[config.mk]
export PLATFORM = sky130hd
export DESIGN_NAME = cross_bar_arbiter_flat
export DESIGN_NICKNAME = d
export VERILOG_FILES = /design/src/rtl/cross_bar_pkg.sv /design/src/rtl/cross_bar_arbiter_if.sv /design/src/rtl/rr_pick.sv /design/src/rtl/cross_bar_arbiter.sv /design/src/flat_wrapper.sv
export SDC_FILE = /design/constraint.sdc
export NUM_CORES = 1
export LEC_CHECK = 0
export ABC_AREA = 1
export CAP_MARGIN = 20
export CORE_ASPECT_RATIO = 0.6
export CORE_MARGIN = 5
export CORE_UTILIZATION = 24
export DETAILED_ROUTE_END_ITERATION = 10
export GPL_TIMING_DRIVEN = 1
export PLACE_DENSITY = 0.81
export SKIP_CTS_REPAIR_TIMING = 1
export SYNTH_ARGS = -nofsm -noshare
export SYNTH_HDL_FRONTEND = slang
export SYNTH_SLANG_ARGS = --single-unit
[constraint.sdc]
create_clock -name clk_i -period 1.74 [get_ports clk_i]
set_input_delay 0.348 -clock clk_i [delete_from_list [all_inputs] [get_ports clk_i]]
set_output_delay 0.348 -clock clk_i [all_outputs]
set_load 0.01 [all_outputs]
[src/rtl/cross_bar_pkg.sv]
// Shared cross bar types and sizes used by the per-slave arbiters and muxes.
package cross_bar_pkg;

  localparam int unsigned MASTER_N = 4;
  localparam int unsigned SLAVE_N  = 4;
  localparam int unsigned ADDR_W   = 32;
  localparam int unsigned DATA_W   = 32;
  localparam int unsigned SEL_W    = $clog2(SLAVE_N);
  localparam int unsigned MIDX_W   = $clog2(MASTER_N);

  typedef logic [ADDR_W-1:0]   addr_t;
  typedef logic [DATA_W-1:0]   data_t;
  typedef logic [MASTER_N-1:0] msgrant_t;

  typedef enum logic {
    IDLE,
    GRANT
  } arb_state_t;

endpackage

[src/rtl/cross_bar_arbiter_if.sv]
// Request/grant bundle between the masters, one slave and that slave's arbiter.
interface cross_bar_arbiter_if;
  import cross_bar_pkg::*;

  logic [MASTER_N-1:0]      master_req;
  addr_t [MASTER_N-1:0]     master_addr;
  logic                     slave_ack;
  msgrant_t                 msgrant;
  logic                     grant_valid;
  logic [MIDX_W-1:0]        grant_idx;
  logic                     timeout_err;

  // Arbiter side: consumes requests/ack, produces grant state.
  modport slave (
    input  master_req,
    input  master_addr,
    input  slave_ack,
    output msgrant,
    output grant_valid,
    output grant_idx,
    output timeout_err
  );

  // Requester side: drives requests/ack, observes grant state.
  modport master (
    output master_req,
    output master_addr,
    output slave_ack,
    input  msgrant,
    input  grant_valid,
    input  grant_idx,
    input  timeout_err
  );

endinterface

[src/rtl/rr_pick.sv]
// Combinational cyclic priority encoder: first set request at or above ptr_i, wrapping.
module rr_pick #(
  parameter int unsigned Width = 4,
  parameter int unsigned IdxW  = (Width > 1) ? $clog2(Width) : 1
) (
  input  logic [Width-1:0] req_i,
  input  logic [IdxW-1:0]  ptr_i,
  output logic [IdxW-1:0]  idx_o,
  output logic             found_o
);

  logic [IdxW-1:0] cand;

  // Scan from the farthest offset down so the nearest request to ptr_i wins.
  always_comb begin
    idx_o   = '0;
    found_o = 1'b0;
    cand    = '0;
    for (int i = int'(Width) - 1; i >= 0; i--) begin
      cand = IdxW'((int'(ptr_i) + i) % int'(Width));
      if (req_i[cand]) begin
        idx_o   = cand;
        found_o = 1'b1;
      end
    end
  end

endmodule

[src/rtl/cross_bar_arbiter.sv]
// Per-slave round-robin arbiter: holds a one-hot grant until ack, withdrawal or timeout.
module cross_bar_arbiter
  import cross_bar_pkg::*;
#(
  parameter int unsigned SLAVE_ID = 0,
  parameter int unsigned TIMEOUT  = 16
) (
  input  logic                clk_i,
  input  logic                areset_i,
  cross_bar_arbiter_if.slave  arb_io
);

  // TIMEOUT == 0 disables the timer; a 1-bit timer keeps the widths legal.
  localparam int unsigned       TimerW    = (TIMEOUT > 0) ? $clog2(TIMEOUT + 1) : 1;
  localparam logic [TimerW-1:0] TimerLast = TimerW'(TIMEOUT - 1);

  arb_state_t          state_q, state_d;
  msgrant_t            msgrant_q, msgrant_d;
  logic                grant_valid_q, grant_valid_d;
  logic [MIDX_W-1:0]   grant_idx_q, grant_idx_d;
  logic                timeout_err_q, timeout_err_d;
  logic [MIDX_W-1:0]   ptr_q, ptr_d;
  logic [TimerW-1:0]   timer_q, timer_d;

  logic [MASTER_N-1:0] qreq;
  logic [MIDX_W-1:0]   pick_idx;
  logic                pick_found;
  logic                unused_addr_lo;
  logic                ack_rel, wd_rel, to_rel;

  // Keep only requests whose top address bits select this slave.
  always_comb begin
    qreq           = '0;
    unused_addr_lo = 1'b0;
    for (int i = 0; i < int'(MASTER_N); i++) begin
      qreq[i] = arb_io.master_req[i] &&
                (arb_io.master_addr[i][ADDR_W-1 -: SEL_W] == SEL_W'(SLAVE_ID));
      unused_addr_lo = unused_addr_lo ^ (^arb_io.master_addr[i][ADDR_W-SEL_W-1:0]);
    end
  end

  rr_pick #(
    .Width (MASTER_N),
    .IdxW  (MIDX_W)
  ) u_rr_pick (
    .req_i   (qreq),
    .ptr_i   (ptr_q),
    .idx_o   (pick_idx),
    .found_o (pick_found)
  );

  // Release causes in priority order: ack, then withdrawal, then timeout.
  always_comb begin
    ack_rel = arb_io.slave_ack;
    wd_rel  = !arb_io.master_req[grant_idx_q];
    to_rel  = (TIMEOUT != 0) && (timer_q == TimerLast);
  end

  // Next-state and registered-output logic.
  always_comb begin
    state_d       = state_q;
    msgrant_d     = msgrant_q;
    grant_valid_d = grant_valid_q;
    grant_idx_d   = grant_idx_q;
    timeout_err_d = 1'b0;
    ptr_d         = ptr_q;
    timer_d       = timer_q;
    unique case (state_q)
      IDLE: begin
        if (pick_found) begin
          state_d       = GRANT;
          msgrant_d     = msgrant_t'(1) << pick_idx;
          grant_valid_d = 1'b1;
          grant_idx_d   = pick_idx;
          timer_d       = '0;
        end
      end
      GRANT: begin
        if (ack_rel || wd_rel || to_rel) begin
          state_d       = IDLE;
          msgrant_d     = '0;
          grant_valid_d = 1'b0;
          timeout_err_d = !ack_rel && !wd_rel;
          ptr_d         = (grant_idx_q == MIDX_W'(MASTER_N - 1)) ? '0
                                                                  : grant_idx_q + MIDX_W'(1);
        end else begin
          timer_d = timer_q + TimerW'(1);
        end
      end
      default: state_d = IDLE;
    endcase
  end

  // State register with asynchronous reset that drops any grant immediately.
  always_ff @(posedge clk_i or posedge areset_i) begin
    if (areset_i) begin
      state_q       <= IDLE;
      msgrant_q     <= '0;
      grant_valid_q <= 1'b0;
      grant_idx_q   <= '0;
      timeout_err_q <= 1'b0;
      ptr_q         <= '0;
      timer_q       <= '0;
    end else begin
      state_q       <= state_d;
      msgrant_q     <= msgrant_d;
      grant_valid_q <= grant_valid_d;
      grant_idx_q   <= grant_idx_d;
      timeout_err_q <= timeout_err_d;
      ptr_q         <= ptr_d;
      timer_q       <= timer_d;
    end
  end

  assign arb_io.msgrant     = msgrant_q;
  assign arb_io.grant_valid = grant_valid_q;
  assign arb_io.grant_idx   = grant_idx_q;
  assign arb_io.timeout_err = timeout_err_q;

endmodule

[src/flat_wrapper.sv]
// flat-port wrapper written by rule: the top's interface ports become plain ports
module cross_bar_arbiter_flat import cross_bar_pkg::*;
#(
  parameter int unsigned SLAVE_ID = 0,
  parameter int unsigned TIMEOUT  = 16
)
  (clk_i, areset_i, arb_io_master_req, arb_io_master_addr, arb_io_slave_ack, arb_io_msgrant, arb_io_grant_valid, arb_io_grant_idx, arb_io_timeout_err);
  cross_bar_arbiter_if arb_io_i ();
  input  logic clk_i;
  input  logic areset_i;
  input wire logic [$bits(arb_io_i.master_req)-1:0] arb_io_master_req;
  input wire logic [$bits(arb_io_i.master_addr)-1:0] arb_io_master_addr;
  input wire logic [$bits(arb_io_i.slave_ack)-1:0] arb_io_slave_ack;
  output wire logic [$bits(arb_io_i.msgrant)-1:0] arb_io_msgrant;
  output wire logic [$bits(arb_io_i.grant_valid)-1:0] arb_io_grant_valid;
  output wire logic [$bits(arb_io_i.grant_idx)-1:0] arb_io_grant_idx;
  output wire logic [$bits(arb_io_i.timeout_err)-1:0] arb_io_timeout_err;
  assign arb_io_i.master_req = arb_io_master_req;
  assign arb_io_i.master_addr = arb_io_master_addr;
  assign arb_io_i.slave_ack = arb_io_slave_ack;
  assign arb_io_msgrant = arb_io_i.msgrant;
  assign arb_io_grant_valid = arb_io_i.grant_valid;
  assign arb_io_grant_idx = arb_io_i.grant_idx;
  assign arb_io_timeout_err = arb_io_i.timeout_err;
  cross_bar_arbiter #(.SLAVE_ID(SLAVE_ID), .TIMEOUT(TIMEOUT)) u_core (.clk_i(clk_i), .areset_i(areset_i), .arb_io(arb_io_i));
endmodule
==> reports/qor.yml, run 1 <==
worstPathRequired_ns: 1.39
overflow: 0
coreArea_mm2: 0.00408
path_cells: "clkdlybuf4s50_1"
cpPeakStageDelay_ns: 0.59
status: "finished, final reports clean"
clk_pin_slew_worst_paths_ns: 0.07
clock-root-buffer: "clkbuf_8"
post-dp-hpwl_um: 1900
synthesis.area_mm2: 0.00101
first_pass_iters: 5
total_power_w: 0.00195
diodes: 0
grt_pass1_vias: 884
worstSetupEndpointType: "primary output"
fin_crit_ns: 1.68
fin_setup_tns_ns: 0
synth.area.top_cells: "dfrtp_1 (40%), nand2_1 (16%), nand3_1 (9.4%), inv_1 (5.6%), nor2_1 (4.5%)"
power.density_mw_per_mm2: 1400
synth_top_area_share_pct: 39.7
criticalPathCategory: "reg2out"
cp_num_buf_inv: 1
grt_util_all_layers_pct: 9.68
fmax_ghz: 0.594
clk_path_buf_depth: 2
fin_area_mm2: 0.00139
slew_headroom_pct: 83.3
setup_viol: 0
layout.nets: 303
post-route-period-util_pct: 96.8
layout_commonest_cell: "nand2_1"
ff_latch_area_um2: 402
avgSynthCellArea_um2: 7.54
yosys_warnings: 0
routedWlPerCell_um: 10.8
drtIter0Drc: 70
finish.utilization_pct: 34.1
yosysTopAreaCell: "dfrtp_1"
synth-seq-cells: 16
rows: 18
report.final.slew_viol_count: 0
hold_violations: 0
rsz0062_at_grt: "true"
start_kind: "flip-flop"
drv_cap: 0
skew_ns: 0.00556
numCtsBuffers: 3
cp_top_family: "buffers and inverters"
clkLatencyLatePin_ns: 0.26
mostFrequentLayoutCells: "nand2_1 (43), clkdlybuf4s50_1 (22), nand3_1 (19)"
ys_seq_area_share_pct: 39.7
vias: 908
arrival_ns: 1.34
critPathMaxFanout: 7
ioPinCount: 143
htree_levels: 1
grt_max_degree: 17
antenna_found_initial: 0
io_buffers: 22
clock-sinks: 16
syn2layout_area_growth_pct: 37.5
vias_per_cell: 4.05
drt_wl_total_um: 2410
hp-class: "in2async"
dieArea_mm2: 0.00565
drive_above_1_share_pct: 17.1
multiInputGateArea_um2: 526
hold_slack_ns: 0.400
gp_congestion: 0.844
synthCells: 134
slowest_stage: "clkdlybuf4s50_1"
synth_fp_nets: 272
dieWidth_um: 93.7
floorplan.initialDensity_pct: 24.8
drc: 0
ant_nets: 0
synth_cell_types: 22
fillers: 422
tightestPinTransition_ns: 0.251
die_y_um: 60.2
ir_drop_v: 0.000506
cts_tree: "yes"
grt_pass1_wl_um: 4160
leakage_nw: 0.680
post_dp_cell_area_mm2: 0.00132
worst min-delay path, cell delays in order:
cell and delay (ns):
clkdlybuf4s50_1 0.40, inv_1 0.05, buf_4 0.23
state kept, by name (all words and copies together), names as in the netlist:
signal,count
u_core.arb_io.grant_idx,2
u_core.arb_io.msgrant,4
u_core.arb_io.timeout_err,1
u_core.state_q,1
u_core.arb_io.grant_valid,1
u_core.ptr_q,2
u_core.timer_q,5
where the power goes:
| part | total, W | switching (W) | internal, W |
|---|---|---|---|
| clock | 0.000340 | 0.000139 | 0.000201 |
| sequential | 0.000638 | 0.000140 | 0.000497 |
| combinational | 0.000969 | 0.000534 | 0.000435 |
| total | 0.00195 | 0.000813 | 0.00113 |
routing by layer:
metal  share of wire (%)  GRT usage [%]
met2                  42           14.3
met3                 7.1           4.15
met5                   0              0
met4                 1.2           3.09
met1                  49           12.7
cell type report:
type / instances / area share, %
multi-input combinational: 99 / 37.8
timing repair buffer: 28 / 19.1
clock buffer: 4 / 3.96
sequential: 16 / 28.9
tap: 60 / 5.41
inverter: 17 / 4.77
per-stage QoR:
stage          instances  worst slack, ns
6_report             224           0.0564
4_1_cts              223           0.0375
3_5_place_dp         219           -0.130
3_3_place_gp         219          -0.0930
5_1_grt              224          -0.0161
2_1_floorplan        134            0.258
kinds of logic after synthesis:
family / count (synthesis) / share of synthesized area [%]
adders and majority gates: 3 / 3.72
and+or+nand+nor: 84 / 38.3
AOI/OAI and AO/OA: 9 / 6.19
xor gates and xnor gates: 3 / 3.35
DFF: 16 / 39.7
buffers and inverters: 19 / 8.80
cells in the mapped netlist:
master / instances
o22ai_2: 2
o21ai_1: 4
nor3b_4: 1
o31ai_1: 1
nand2_2: 6
inv_2: 1
nand3_2: 1
inv_1: 15
ha_1: 3
nand3b_1: 1
nand3_1: 19
nand2_4: 1
nor2_1: 12
xor2_1: 1
dfrtp_1: 16
buf_6: 2
nand2_1: 43
inv_4: 1
o21ai_0: 1
xnor2_1: 1
xor2_2: 1
a21oi_1: 1
final timing paths:
kind	startpoint	end	slack, ns	cells after the start
max	u_core.arb_io.grant_idx[0]$_DFFE_PP0P_	arb_io_grant_idx[0]	0.06	1
min	areset_i	u_core.arb_io.msgrant[1]$_DFFE_PP0P_	0.40	3
max reg2reg	u_core.timer_q[0]$_DFFE_PP0P_	u_core.ptr_q[0]$_DFFE_PP0P_	0.15	9
min reg2reg	u_core.arb_io.msgrant[2]$_DFFE_PP0P_	u_core.arb_io.msgrant[2]$_DFFE_PP0P_	0.49	2
max in group asynchronous	areset_i	u_core.ptr_q[0]$_DFFE_PP0P_	1.13	3
min in group clk_i	u_core.arb_io.msgrant[2]$_DFFE_PP0P_	u_core.arb_io.msgrant[2]$_DFFE_PP0P_	0.49	2
Power figures use the tool's default switching activity.
==> inputs of run 2 (changes only) <==
--- a/config.mk
+++ b/config.mk
@@ -8,7 +8,6 @@
 export ABC_AREA = 1
 export CAP_MARGIN = 20
 export CORE_ASPECT_RATIO = 0.6
-export CORE_MARGIN = 5
 export CORE_UTILIZATION = 24
 export DETAILED_ROUTE_END_ITERATION = 10
 export GPL_TIMING_DRIVEN = 1
==> run 2 against run 1 <==
Effect of this change:
- sequential power about the same
- critical path depth did not move
- clock-buffer cell count did not move
- flip-flop and latch count did not move
- non-clock buffer count decreased by 2
- wire length down 7.3%
- final area down 0.27%
- final cell count fell by 2.2%
- critical endpoint unchanged
- die area decreased by 21%
- critical path type unchanged
- total power is 0.39% lower
==> reports/qor.yml, run 2 (synthesized netlist as in run 1, its figures left out) <==
post-route-period-util_pct: 94.7
die_y_um: 52.2
layout.nets: 301
r2r_end: "u_core.ptr_q[1]$_DFFE_PP0P_"
drive_above_1_share_pct: 16.7
grt_use_met2_pct: 18.1
status: "finished, final reports clean"
first_pass_iters: 4
clock-root-buffer: "clkbuf_8"
largest_reg_flops: 5
power.density_mw_per_mm2: 1400
cts_tree: "yes"
floorplan.initialDensity_pct: 26.2
clk_pin_slew_worst_paths_ns: 0.06
start_kind: "flip-flop"
report.final.slew_viol_count: 0
dieWidth_um: 85.7
fin_setup_tns_ns: 0
leakage_nw: 0.677
io_buffers: 22
reg2reg_depth: 10
dieArea_mm2: 0.00448
r2r_start: "u_core.timer_q[0]$_DFFE_PP0P_"
use_met3_pct: 4.25
top_register: "u_core.timer_q"
crit_cells: 1
clock-sinks: 16
r2r_slack_ns: 0.22
criticalPathCategory: "reg2out"
hold_violations: 0
rsz0062_at_grt: "false"
cp_top_family: "buffers and inverters"
gp_congestion: 0.755
fillers: 398
syn2layout_area_growth_pct: 37.2
setup_viol: 0
crit_path_start: "u_core.arb_io.grant_idx[0]$_DFFE_PP0P_"
path_cells: "clkdlybuf4s50_1"
clk_path_buf_depth: 2
routedWlPerCell_um: 10.2
numCtsBuffers: 3
vias: 904
ant_nets: 0
slowest_stage: "clkdlybuf4s50_1"
grt_pass1_wl_um: 4010
grt_pass1_vias: 905
critPathMaxFanout: 7
diodes: 0
total_power_w: 0.00194
tightestPinTransition_ns: 0.239
crit_path_end: "arb_io_grant_idx[0]"
clkLatencyLatePin_ns: 0.25
rows: 17
antenna_found_initial: 0
drc: 0
cp_num_buf_inv: 1
vias_per_cell: 4.13
overflow: 0
ir_drop_v: 0.000712
arrival_ns: 1.30
ioPinCount: 143
post-dp-hpwl_um: 1820
cpPeakStageDelay_ns: 0.58
met1_usage_pct: 15.8
coreArea_mm2: 0.00385
drt_wl_total_um: 2240
worstPathRequired_ns: 1.39
htree_levels: 1
fin_crit_ns: 1.65
grt-busiest-layer: "met2"
fmax_ghz: 0.607
grt_max_degree: 17
drtIter0Drc: 49
grt_util_all_layers_pct: 11.7
skew_ns: 0.00216
drv_cap: 0
worstSetupEndpointType: "primary output"
mostFrequentLayoutCells: "nand2_1 (42), clkdlybuf4s50_1 (22), nand3_1 (19)"
hp-class: "in2async"
slew_headroom_pct: 84.1
layout_commonest_cell: "nand2_1"
==> run 2: cell count changes in the layout (fill, tap and decap cells not counted), sizes merged <==
| cell | before | now |
|---|---|---|
| buf | 6 | 4 |
==> run 2: metal layers <==
metal | vias to the layer above | part of all wire (%)
li1 | 476 | -
met1 | 408 | 50
met2 | 18 | 44
met3 | 2 | 5.7
met4 | 0 | 0.27
met5 | - | 0
==> run 2: worst min path at each step <==
stage,end,cells after the start
global placement,u_core.arb_io.grant_valid$_DFFE_PP0P_,2
detailed placement,u_core.arb_io.msgrant[2]$_DFFE_PP0P_,2
finish,u_core.arb_io.msgrant[3]$_DFFE_PP0P_,3
global route,u_core.arb_io.msgrant[3]$_DFFE_PP0P_,3
CTS,u_core.arb_io.msgrant[3]$_DFFE_PP0P_,3
floorplan,u_core.arb_io.grant_idx[0]$_DFFE_PP0P_,1
==> run 2: power by group <==
part,switching [W],total (W),internal [W],leakage [nW]
logic,0.000534,0.000975,0.000442,0.440
clock network,0.000125,0.000326,0.000201,0.0288
registers,0.000140,0.000638,0.000497,0.208
==> run 2: final cells by class <==
| type | instances | area [µm²] | share of cell area (%) |
|---|---|---|---|
| clock buffers | 4 | 55.1 | 3.97 |
| inverters | 17 | 66.3 | 4.79 |
| multi-input cells | 99 | 528 | 38.1 |
| flip-flops and latches | 16 | 402 | 29.0 |
| well taps | 57 | 71.3 | 5.15 |
| repair buffers | 26 | 263 | 19.0 |
==> run 2: per-stage QoR <==
stage / hold slack, ns / instance area [µm²] / std cells / utilization (%) / setup slack, ns
finish: 0.408 / 1390 / 219 / 36.0 / 0.0929
global route: 0.443 / 1390 / 219 / 36.0 / 0.00380
CTS: 0.413 / 1380 / 219 / 35.7 / 0.0716
detailed placement: 0.472 / 1320 / 215 / 34.3 / -0.111
global placement: 0.464 / 1320 / 215 / 34.3 / -0.0925
floorplan: 0.262 / 1010 / 134 / - / 0.258
==> inputs of run 3 (changes only) <==
--- a/config.mk
+++ b/config.mk
@@ -8,10 +8,11 @@
 export ABC_AREA = 1
 export CAP_MARGIN = 20
 export CORE_ASPECT_RATIO = 0.6
-export CORE_UTILIZATION = 24
+export CORE_UTILIZATION = 22
 export DETAILED_ROUTE_END_ITERATION = 10
 export GPL_TIMING_DRIVEN = 1
-export PLACE_DENSITY = 0.81
+export HOLD_SLACK_MARGIN = 0.06
+export PLACE_DENSITY = 0.78
 export SKIP_CTS_REPAIR_TIMING = 1
 export SYNTH_ARGS = -nofsm -noshare
 export SYNTH_HDL_FRONTEND = slang
==> constraint.sdc (replaced) <==
create_clock -name clk_i -period 1.5 [get_ports clk_i]
set_input_delay 0.3 -clock clk_i [delete_from_list [all_inputs] [get_ports clk_i]]
set_output_delay 0.3 -clock clk_i [all_outputs]
set_load 0.01 [all_outputs]
==> run 3 against run 2 <==
Effect of this change:
- the flow now finishes with violations (negative setup slack)
- first-iteration DRC count is 45% lower
- final cell count is 5.0% higher
- worst setup slack worse by 0.12 ns
- global-route usage is 0.85 points lower
- core utilization is 0.090 points higher
- largest power group unchanged
==> reports/qor.yml, run 3 (synthesized netlist as in run 1, its figures left out) <==
slew_headroom_pct: 83.3
cpPeakStageDelay_ns: 0.47
drv_cap: 0
p_switching_w: 0.00107
crit_path_end: "u_core.arb_io.msgrant[2]$_DFFE_PP0P_"
largest_reg_flops: 5
drc: 0
violations: "negative setup slack"
post-route-period-util_pct: 102
finish.utilization_pct: 36.1
htree_levels: 1
setup_ws_ns: -0.0255
gp_congestion: 0.809
hp-class: "in2async"
rsz0062_at_grt: "true"
rows: 18
dieWidth_um: 89.5
worstSetupEndpointType: "flip-flop"
ant_nets: 0
syn2layout_area_growth_pct: 52.0
first_pass_iters: 4
cp_top_family: "simple AND/OR/NAND/NOR gates"
drt_wl_total_um: 2410
numCtsBuffers: 3
fin_setup_tns_ns: -0.0813
slowest_stage: "dfrtp_2"
mostFrequentLayoutCells: "nand2_1 (37), nand3_1 (18), clkdlybuf4s50_1 (16)"
hold_slack_ns: 0.351
diodes: 0
met3WireLength_um: 171
start_kind: "flip-flop"
dieArea_mm2: 0.00487
post-dp-hpwl_um: 1930
cts_tree: "yes"
combPwrFrac_pct: 55.9
clkLatencyLatePin_ns: 0.25
worstPathRequired_ns: 1.69
ir_drop_v: 0.000484
path_cells: "buf_6 -> xor2_4 -> inv_2 -> nand2_2 -> nand2_1 -> inv_1 -> nand2_2 -> nand3_1 -> nand2_4 -> nand3_1 -> nand2_1"
top_register: "u_core.timer_q"
routedWlPerCell_um: 10.5
arrival_ns: 1.72
report.final.slew_viol_count: 0
layout.nets: 309
hold_violations: 0
grt_pass1_wl_um: 3810
clockPowerShare_pct: 15.2
clk_pin_slew_worst_paths_ns: 0.07
floorplan.initialDensity_pct: 23.7
vias: 967
r2r_end: "u_core.arb_io.msgrant[2]$_DFFE_PP0P_"
fin_crit_ns: 1.53
vias_per_cell: 4.20
io_buffers: 22
route.met2.wl_um: 1070
r2r_start: "u_core.ptr_q[0]$_DFFE_PP0P_"
overflow: 0
drive_above_1_share_pct: 29.4
setup_viol: 6
grt_max_degree: 17
critPathMaxFanout: 7
ioPinCount: 143
cp_num_buf_inv: 3
p_sw_share_pct: 42.0
clock-sinks: 16
leakage_nw: 0.782
clock-root-buffer: "clkbuf_8"
routedLengthMet1_um: 1160
drtIter0Drc: 27
die_y_um: 54.5
fmax_ghz: 0.656
crit_cells: 11
internal_power_w: 0.00148
crit_path_start: "u_core.ptr_q[0]$_DFFE_PP0P_"
power.density_mw_per_mm2: 1660
coreArea_mm2: 0.00426
r2r_slack_ns: -0.03
tightestPinTransition_ns: 0.250
skew_ns: 0.000934
layout_commonest_cell: "nand2_1"
status: "complete, but fails checks"
grt_util_all_layers_pct: 10.8
reg2reg_depth: 11
clk_path_buf_depth: 2
seqPwrFrac_pct: 29.0
antenna_found_initial: 0
top_layer: "met4"
grt_pass1_vias: 834
criticalPathCategory: "reg2reg"
[run 3: cell types whose count changed in the layout (fill, tap and decap cells not counted), moves of 3 or more]
cell	previous run	this run
buf_4	3	9
buf_6	0	3
nand2_2	7	10
nand2_1	42	37
dlymetal6s2s_1	0	6
clkdlybuf4s50_1	22	16
nor2_1	10	7
[run 3: area by class of cell]
cell class              instances  area [µm²]
inverters                      17        66.3
repair buffers                 34         337
clock buffers                   4        55.1
multi-input cells              99         598
fillers                       424        2720
flip-flops and latches         16         404
well taps                      60        75.1
[run 3: worst min-delay path: cells and delay by family]
family                 cells  cell delay, ns
buffers and inverters      3            0.67
[run 3: power by group through the flow]
stage | Clock (W) | Combinational (W) | Sequential (W)
6_report | 0.000386 | 0.00142 | 0.000738
3_5_place_dp | 0 | 0.00121 | 0.000723
5_1_grt | 0.000415 | 0.00160 | 0.000761
3_3_place_gp | 0 | 0.00119 | 0.000718
2_1_floorplan | 0 | 0.000764 | 0.000714
4_1_cts | 0.000401 | 0.00122 | 0.000716
[run 3: worst min-delay path by stage]
stage	from	slack, ns	to	cells after the start
global route	areset_i	0.40	u_core.timer_q[2]$_DFFE_PP0P_	3
floorplan	areset_i	0.21	u_core.arb_io.grant_idx[0]$_DFFE_PP0P_	1
detailed placement	u_core.arb_io.grant_valid$_DFFE_PP0P_	0.47	u_core.arb_io.grant_valid$_DFFE_PP0P_	2
global placement	u_core.arb_io.msgrant[2]$_DFFE_PP0P_	0.47	u_core.arb_io.msgrant[2]$_DFFE_PP0P_	2
CTS	areset_i	0.35	u_core.timer_q[2]$_DFFE_PP0P_	3
finish	areset_i	0.35	u_core.timer_q[4]$_DFFE_PP0P_	3
[run 3: through the flow]
step / area (µm²) / total power [W] / setup WS (ns) / cells
2_1_floorplan: 1010 / 0.00148 / 0.0180 / 134
3_3_place_gp: 1370 / 0.00191 / -0.304 / 225
3_5_place_dp: 1370 / 0.00193 / -0.321 / 225
4_1_cts: 1420 / 0.00233 / -0.102 / 229
5_1_grt: 1540 / 0.00278 / -0.132 / 230
6_report: 1540 / 0.00255 / -0.0255 / 230
[run 3: layer usage]
layer | vias to the layer above | global-route usage, %
met5 | - | 0
met4 | 0 | 1.59
met3 | 2 | 4.22
met2 | 23 | 16.7
met1 | 446 | 14.7
li1 | 496 | -
